File: src/rtl/dpram_init_pkg.sv
// Shared types and default widths for the dual-port RAM burst initiator.
package dpram_init_pkg;

    localparam int unsigned DEF_ADDR_W    = 6;
    localparam int unsigned DEF_DATA_W    = 8;
    localparam int unsigned DEF_LEN_W     = 4;
    localparam int unsigned DEF_RSP_DEPTH = 4;

    typedef enum logic [1:0] {
        IDLE  = 2'd0,
        ISSUE = 2'd1,
        DRAIN = 2'd2
    } state_t;

    typedef struct packed {
        logic [DEF_DATA_W-1:0] data;
        logic                  last;
    } rsp_t;

endpackage

File: src/rtl/dpram_rsp_fifo.sv
// Small synchronous response FIFO with occupancy count; DEPTH must be a power of two.
module dpram_rsp_fifo #(
    parameter  int unsigned DEPTH = 4,
    parameter  int unsigned W     = 9,
    localparam int unsigned PTR_W = $clog2(DEPTH)
) (
    input  logic             clk,
    input  logic             rst_n,
    input  logic             i_push,
    input  logic [W-1:0]     i_data,
    input  logic             i_pop,
    output logic             o_valid,
    output logic [W-1:0]     o_data,
    output logic [PTR_W:0]   o_count
);

    logic [W-1:0]     r_mem [DEPTH];
    logic [PTR_W-1:0] r_wr_ptr;
    logic [PTR_W-1:0] r_rd_ptr;
    logic [PTR_W:0]   r_count;
    logic             w_pop;

    assign w_pop   = i_pop && (r_count != '0);
    assign o_valid = (r_count != '0);
    assign o_data  = r_mem[r_rd_ptr];
    assign o_count = r_count;

    // Storage is cleared on reset so the head reads zero while empty after reset.
    always_ff @(posedge clk or negedge rst_n) begin
        if (!rst_n) begin
            r_mem    <= '{default: '0};
            r_wr_ptr <= '0;
            r_rd_ptr <= '0;
            r_count  <= '0;
        end else begin
            if (i_push) begin
                r_mem[r_wr_ptr] <= i_data;
                r_wr_ptr        <= r_wr_ptr + PTR_W'(1);
            end
            if (w_pop) begin
                r_rd_ptr <= r_rd_ptr + PTR_W'(1);
            end
            unique case ({i_push, w_pop})
                2'b10:   r_count <= r_count + (PTR_W+1)'(1);
                2'b01:   r_count <= r_count - (PTR_W+1)'(1);
                default: r_count <= r_count;
            endcase
        end
    end

endmodule

File: src/rtl/dpram_port_initiator.sv
// Burst initiator for one valid/ready port of the 64x8 dual-port RAM:
// issues auto-incrementing beats and returns captured q upstream through a credited FIFO.
module dpram_port_initiator
    import dpram_init_pkg::*;
#(
    parameter int unsigned ADDR_W    = DEF_ADDR_W,
    parameter int unsigned DATA_W    = DEF_DATA_W,
    parameter int unsigned LEN_W     = DEF_LEN_W,
    parameter int unsigned RSP_DEPTH = DEF_RSP_DEPTH
) (
    input  logic              clk,
    input  logic              rst_n,
    input  logic              cmd_valid,
    output logic              cmd_ready,
    input  logic              cmd_we,
    input  logic [ADDR_W-1:0] cmd_addr,
    input  logic [LEN_W-1:0]  cmd_len,
    input  logic [DATA_W-1:0] cmd_data,
    output logic              mem_valid,
    input  logic              mem_ready,
    output logic              mem_we,
    output logic [ADDR_W-1:0] mem_addr,
    output logic [DATA_W-1:0] mem_data,
    input  logic [DATA_W-1:0] mem_q,
    output logic              rsp_valid,
    input  logic              rsp_ready,
    output logic [DATA_W-1:0] rsp_data,
    output logic              rsp_last,
    output logic              busy
);

    localparam int unsigned PTR_W = $clog2(RSP_DEPTH);
    localparam int unsigned CNT_W = PTR_W + 1;
    localparam int unsigned USE_W = CNT_W + 1;
    localparam int unsigned REM_W = LEN_W + 1;
    localparam int unsigned ENT_W = DATA_W + 1;

    state_t            r_state;
    state_t            w_state_nxt;
    logic              r_mem_valid, w_mem_valid_nxt;
    logic              r_mem_we,    w_mem_we_nxt;
    logic [ADDR_W-1:0] r_mem_addr,  w_mem_addr_nxt;
    logic [DATA_W-1:0] r_mem_data,  w_mem_data_nxt;
    logic [REM_W-1:0]  r_remain,    w_remain_nxt;
    logic              r_inflight;
    logic              r_inflight_last;

    logic              w_fire;
    logic              w_pop;
    logic              w_credit_ok;
    logic [USE_W-1:0]  w_used;
    logic              w_fifo_valid;
    logic [ENT_W-1:0]  w_fifo_head;
    logic [CNT_W-1:0]  w_fifo_count;

    assign w_fire = r_mem_valid && mem_ready;
    assign w_pop  = w_fifo_valid && rsp_ready;

    // Occupancy after this edge (FIFO entries plus the beat about to be in flight) gates the next beat.
    assign w_used      = USE_W'(w_fifo_count) + USE_W'(r_inflight) + USE_W'(w_fire) - USE_W'(w_pop);
    assign w_credit_ok = (w_used < USE_W'(RSP_DEPTH));

    always_ff @(posedge clk or negedge rst_n) begin
        if (!rst_n) begin
            r_state <= IDLE;
        end else begin
            r_state <= w_state_nxt;
        end
    end

    always_comb begin
        w_state_nxt     = r_state;
        w_mem_valid_nxt = r_mem_valid;
        w_mem_we_nxt    = r_mem_we;
        w_mem_addr_nxt  = r_mem_addr;
        w_mem_data_nxt  = r_mem_data;
        w_remain_nxt    = r_remain;
        unique case (r_state)
            IDLE: begin
                if (cmd_valid) begin
                    w_state_nxt     = ISSUE;
                    w_mem_valid_nxt = 1'b1;
                    w_mem_we_nxt    = cmd_we;
                    w_mem_addr_nxt  = cmd_addr;
                    w_mem_data_nxt  = cmd_we ? cmd_data : '0;
                    w_remain_nxt    = REM_W'(cmd_len) + REM_W'(1);
                end
            end
            ISSUE: begin
                if (w_fire) begin
                    w_mem_addr_nxt = r_mem_addr + ADDR_W'(1);
                    w_mem_data_nxt = r_mem_we ? (r_mem_data + DATA_W'(1)) : '0;
                    w_remain_nxt   = r_remain - REM_W'(1);
                    if (r_remain == REM_W'(1)) begin
                        w_state_nxt     = DRAIN;
                        w_mem_valid_nxt = 1'b0;
                    end else begin
                        w_mem_valid_nxt = w_credit_ok;
                    end
                end else if (!r_mem_valid) begin
                    w_mem_valid_nxt = w_credit_ok;
                end
            end
            DRAIN: begin
                if (w_pop && w_fifo_head[0]) begin
                    w_state_nxt = IDLE;
                end
            end
            default: begin
                w_state_nxt = IDLE;
            end
        endcase
    end

    // Beat registers and the one-deep in-flight marker that times the q capture.
    always_ff @(posedge clk or negedge rst_n) begin
        if (!rst_n) begin
            r_mem_valid     <= 1'b0;
            r_mem_we        <= 1'b0;
            r_mem_addr      <= '0;
            r_mem_data      <= '0;
            r_remain        <= '0;
            r_inflight      <= 1'b0;
            r_inflight_last <= 1'b0;
        end else begin
            r_mem_valid     <= w_mem_valid_nxt;
            r_mem_we        <= w_mem_we_nxt;
            r_mem_addr      <= w_mem_addr_nxt;
            r_mem_data      <= w_mem_data_nxt;
            r_remain        <= w_remain_nxt;
            r_inflight      <= w_fire;
            r_inflight_last <= (r_remain == REM_W'(1));
        end
    end

    dpram_rsp_fifo #(
        .DEPTH (RSP_DEPTH),
        .W     (ENT_W)
    ) u_rsp_fifo (
        .clk     (clk),
        .rst_n   (rst_n),
        .i_push  (r_inflight),
        .i_data  ({mem_q, r_inflight_last}),
        .i_pop   (rsp_ready),
        .o_valid (w_fifo_valid),
        .o_data  (w_fifo_head),
        .o_count (w_fifo_count)
    );

    assign cmd_ready = (r_state == IDLE);
    assign busy      = (r_state != IDLE);
    assign mem_valid = r_mem_valid;
    assign mem_we    = r_mem_we;
    assign mem_addr  = r_mem_addr;
    assign mem_data  = r_mem_data;
    assign rsp_valid = w_fifo_valid;
    assign rsp_data  = w_fifo_head[ENT_W-1:1];
    assign rsp_last  = w_fifo_head[0];

endmodule

File: config.mk
export PLATFORM = sky130hd
export DESIGN_NAME = dpram_port_initiator
export DESIGN_NICKNAME = d
export VERILOG_FILES = /design/src/rtl/dpram_init_pkg.sv /design/src/rtl/dpram_rsp_fifo.sv /design/src/rtl/dpram_port_initiator.sv
export SDC_FILE = /design/constraint.sdc
export NUM_CORES = 1
export LEC_CHECK = 0
export ABC_AREA = 1
export BUFFER_PORTS_ARGS = -buffer_cell sky130_fd_sc_hd__buf_2
export CAP_MARGIN = 20
export CORE_UTILIZATION = 49
export DETAILED_ROUTE_END_ITERATION = 7
export PLACE_DENSITY = 0.78
export RECOVER_POWER = 100
export SKIP_CTS_REPAIR_TIMING = 1
export SYNTH_ARGS = -nofsm -noshare
export SYNTH_HDL_FRONTEND = slang
export SYNTH_SLANG_ARGS = --single-unit
File: constraint.sdc
create_clock -name clk -period 2.1 [get_ports clk]
set_input_delay 0.21 -clock clk [delete_from_list [all_inputs] [get_ports clk]]
set_output_delay 0.21 -clock clk [all_outputs]
set_load 0.05 [all_outputs]
==> flow_metrics.tcl <==
set metrics [dict create \
    fin_util 0.596 \
    antenna_cells 0 \
    synth_area_leaders "dfrtp_1 (48%), nand2_1 (11%), o21ai_0 (9.8%), ha_1 (4.9%), inv_1 (4.3%)" \
    rsz0062_at_grt "no" \
    period_minus_slack_ns 1.94 \
    synth_seq_cells 68 \
    tightestPinTransition_ns 0.932 \
    cts-root-buf "clkbuf_8" \
    io_pins 60 \
    cts_max_path_buffers 2 \
    required_ns 2.37 \
    clk_pin_slew_ns 0.08 \
    cp-start-kind "flip-flop" \
    wl_met3_um 409 \
    end_kind "flip-flop" \
    cts_sinks 68 \
    top_layer "met4" \
    setup.worst_path.start "u_rsp_fifo.o_count[0]" \
    vias 3090 \
    initial_core_util 0.515 \
    dp_hpwl_um 5240 \
    die_x_um 87.2 \
    die-area_um2 7600 \
    tns_ns 0 \
    via_per_inst 5.19 \
    slew_headroom 0.379 \
    hold_viol 0 \
    cp_common_cell "nand2_1" \
    syn_nets 478 \
    skew_ns 0.0128 \
    status "finished clean" \
    synth_edf_count 0 \
    critPathTopFamily "simple AND/OR/NAND/NOR gates" \
    cts_tree "done" \
    grt_pass1_wl_um 13600 \
    arrival_ns 2.22 \
    syn_inst 431 \
    leakagePower_nw 2.06 \
    wirelength_um 7820 \
    rows 30 \
    drc 0 \
    drtIter0Drc 201 \
    clock_latency_ns 0.35 \
    grt_usage 0.230 \
    slew_violations 0 \
    reg2reg_depth 13 \
    synth_top_cell_by_area "dfrtp_1" \
    drive_gt1_frac 0.164 \
    path_cells "inv_2 > nand3_4 > and2_4 > ha_1 > inv_1 > ha_1 > nand2_1 > nand2_2 > nand2_1 > nand3_1 > nand2_1 > nand3_1 > a21oi_1" \
    worst-path-stages 13 \
    areaGrowthSynthToFinish_pct 15.7 \
    power_density_nw_per_um2 1810 \
    min_path_type "in2reg" \
    finalCritPeriodShare 0.926 \
    max_stage_delay_ns 0.42 \
    port_buffers 59 \
    rr_endpoint "mem_valid" \
    path_buf_inv 2 \
    core_area_um2 6910 \
    setup_violations 0 \
    setup_slack_ns 0.155 \
    overflow 0 \
    wl_per_cell_um 13.1 \
    htreeDepth 3 \
    syn_area_per_cell_um2 8.25 \
    critPathKind "reg2reg" \
    r2r_slack_ns 0.16 \
    yosysSeqAreaShare 0.478 \
    grt_max_degree 69 \
    place_congestion 0.816 \
    yosys_warnings 0 \
    regToRegStartpoint "u_rsp_fifo.o_count[0]" \
    drt-met1-wl_um 3540 \
    endpoint "mem_valid" \
    dr.pass1.iters 4 \
    synth_cell_types 34 \
    critPathMaxFanout 5 \
    synth-main-ff-cell "dfrtp_1" \
    ant_nets 0 \
    dieHeight_um 87.2 \
    finalNetCount 541 \
    ir_worst_vdd_mv 1.23 \
    route.met2.wl_um 3790 \
    cts-buffers-inserted 9 \
    netlist.area_leader.share 0.478 \
    pre_cts_slack_ns 0.0756 \
    drv_cap 0 \
    async_flop_share 1.00 \
    fmaxAchievable_ghz 0.514 \
    grt_antenna_before_repair 0 \
    synthesis.area_um2 3560 \
    cpMaxStageDelayCell "dfrtp_1" \
    grt_pass1_vias 3108 \
]
## worst min path at each step
stage | end | start | slack [ns] | depth (start not counted)
after floorplan | mem_addr[0] | rst_n | -0.09 | 0
after global placement | u_rsp_fifo.o_count[1] | rst_n | 0.26 | 2
after detailed placement | u_rsp_fifo.r_mem[2] | rst_n | 0.26 | 2
after CTS | u_rsp_fifo.r_mem[1] | rst_n | -0.12 | 2
after global routing | mem_addr[1] | cmd_addr[1] | 0.15 | 3
final | mem_we | cmd_we | 0.11 | 3
## kinds of logic (layout without fill, tap and decap cells)
kind of cell	after synthesis	after routing	synth area share
compound gates	110	110	0.176
xor+xnor	8	8	0.0197
fa+ha+maj	15	15	0.0549
buf+inv	61	129	0.0746
flops	68	68	0.478
simple gates	169	169	0.197
## registers in the layout (all words and copies together) (netlist names), 2 cells and up
name	flops
u_rsp_fifo.r_mem	36
mem_data	8
mem_addr	6
r_remain	5
u_rsp_fifo.o_count	3
r_state	2
u_rsp_fifo.r_rd_ptr	2
u_rsp_fifo.r_wr_ptr	2
## Yosys cell counts, drive strengths merged, types with 6 or more instances
master,number
nor2,38
nand2,103
clkbuf,7
o22ai,8
o21ai,75
nand3,20
ha,14
xor2,6
inv,46
buf,8
a21oi,18
dfrtp,68
## worst min-delay path, stage by stage
cell     delay, ns
buf_2         0.09
nand2_1       0.05
o21ai_0       0.07
## placed cells by master (no fill, tap or decap), types with 3 or more instances in the layout
master / Yosys / layout
nand2_1: 102 / 101
nor3_1: 3 / 3
xor2_1: 6 / 6
clkbuf_2: 0 / 8
inv_2: 4 / 7
clkbuf_1: 7 / 19
ha_1: 14 / 14
o22ai_1: 8 / 8
inv_6: 0 / 3
o21ai_0: 70 / 73
clkbuf_8: 0 / 9
nand3_1: 20 / 19
dfrtp_1: 68 / 68
nand4_1: 3 / 3
a21oi_1: 17 / 17
nor2_1: 35 / 36
buf_2: 3 / 33
buf_4: 2 / 5
inv_1: 41 / 39
## per-layer routing
layer	vias up	track usage
met5	-	0
met4	0	0.0939
met3	10	0.0493
met2	101	0.384
met1	1434	0.292
li1	1545	-
## area by class of cell
cell class,instances,area (um2)
multi-input combinational,302,1590
clock buffer,9,124
clock inverter,7,81.3
timing repair buffer,67,332
sequential,68,1700
tap,96,120
fill,659,2790
inverter,46,173
## report_power, final
group	total [mW]	switching (mW)	internal [mW]
Sequential	2.40	0.473	1.93
Clock	1.12	0.556	0.565
Combinational	3.92	2.78	1.13
Total	7.44	3.81	3.63
## metrics by stage
stage	instances	total power [mW]	area [um2]	hold WS, ns
after floorplan	431	5.49	3570	-0.0856
after global placement	575	6.20	3940	0.264
after detailed placement	575	6.36	3940	0.262
after CTS	591	7.50	4140	-0.117
after global routing	595	8.08	4120	0.147
final	595	7.44	4120	0.113
Note: power is estimated with default switching activity, not from simulation.
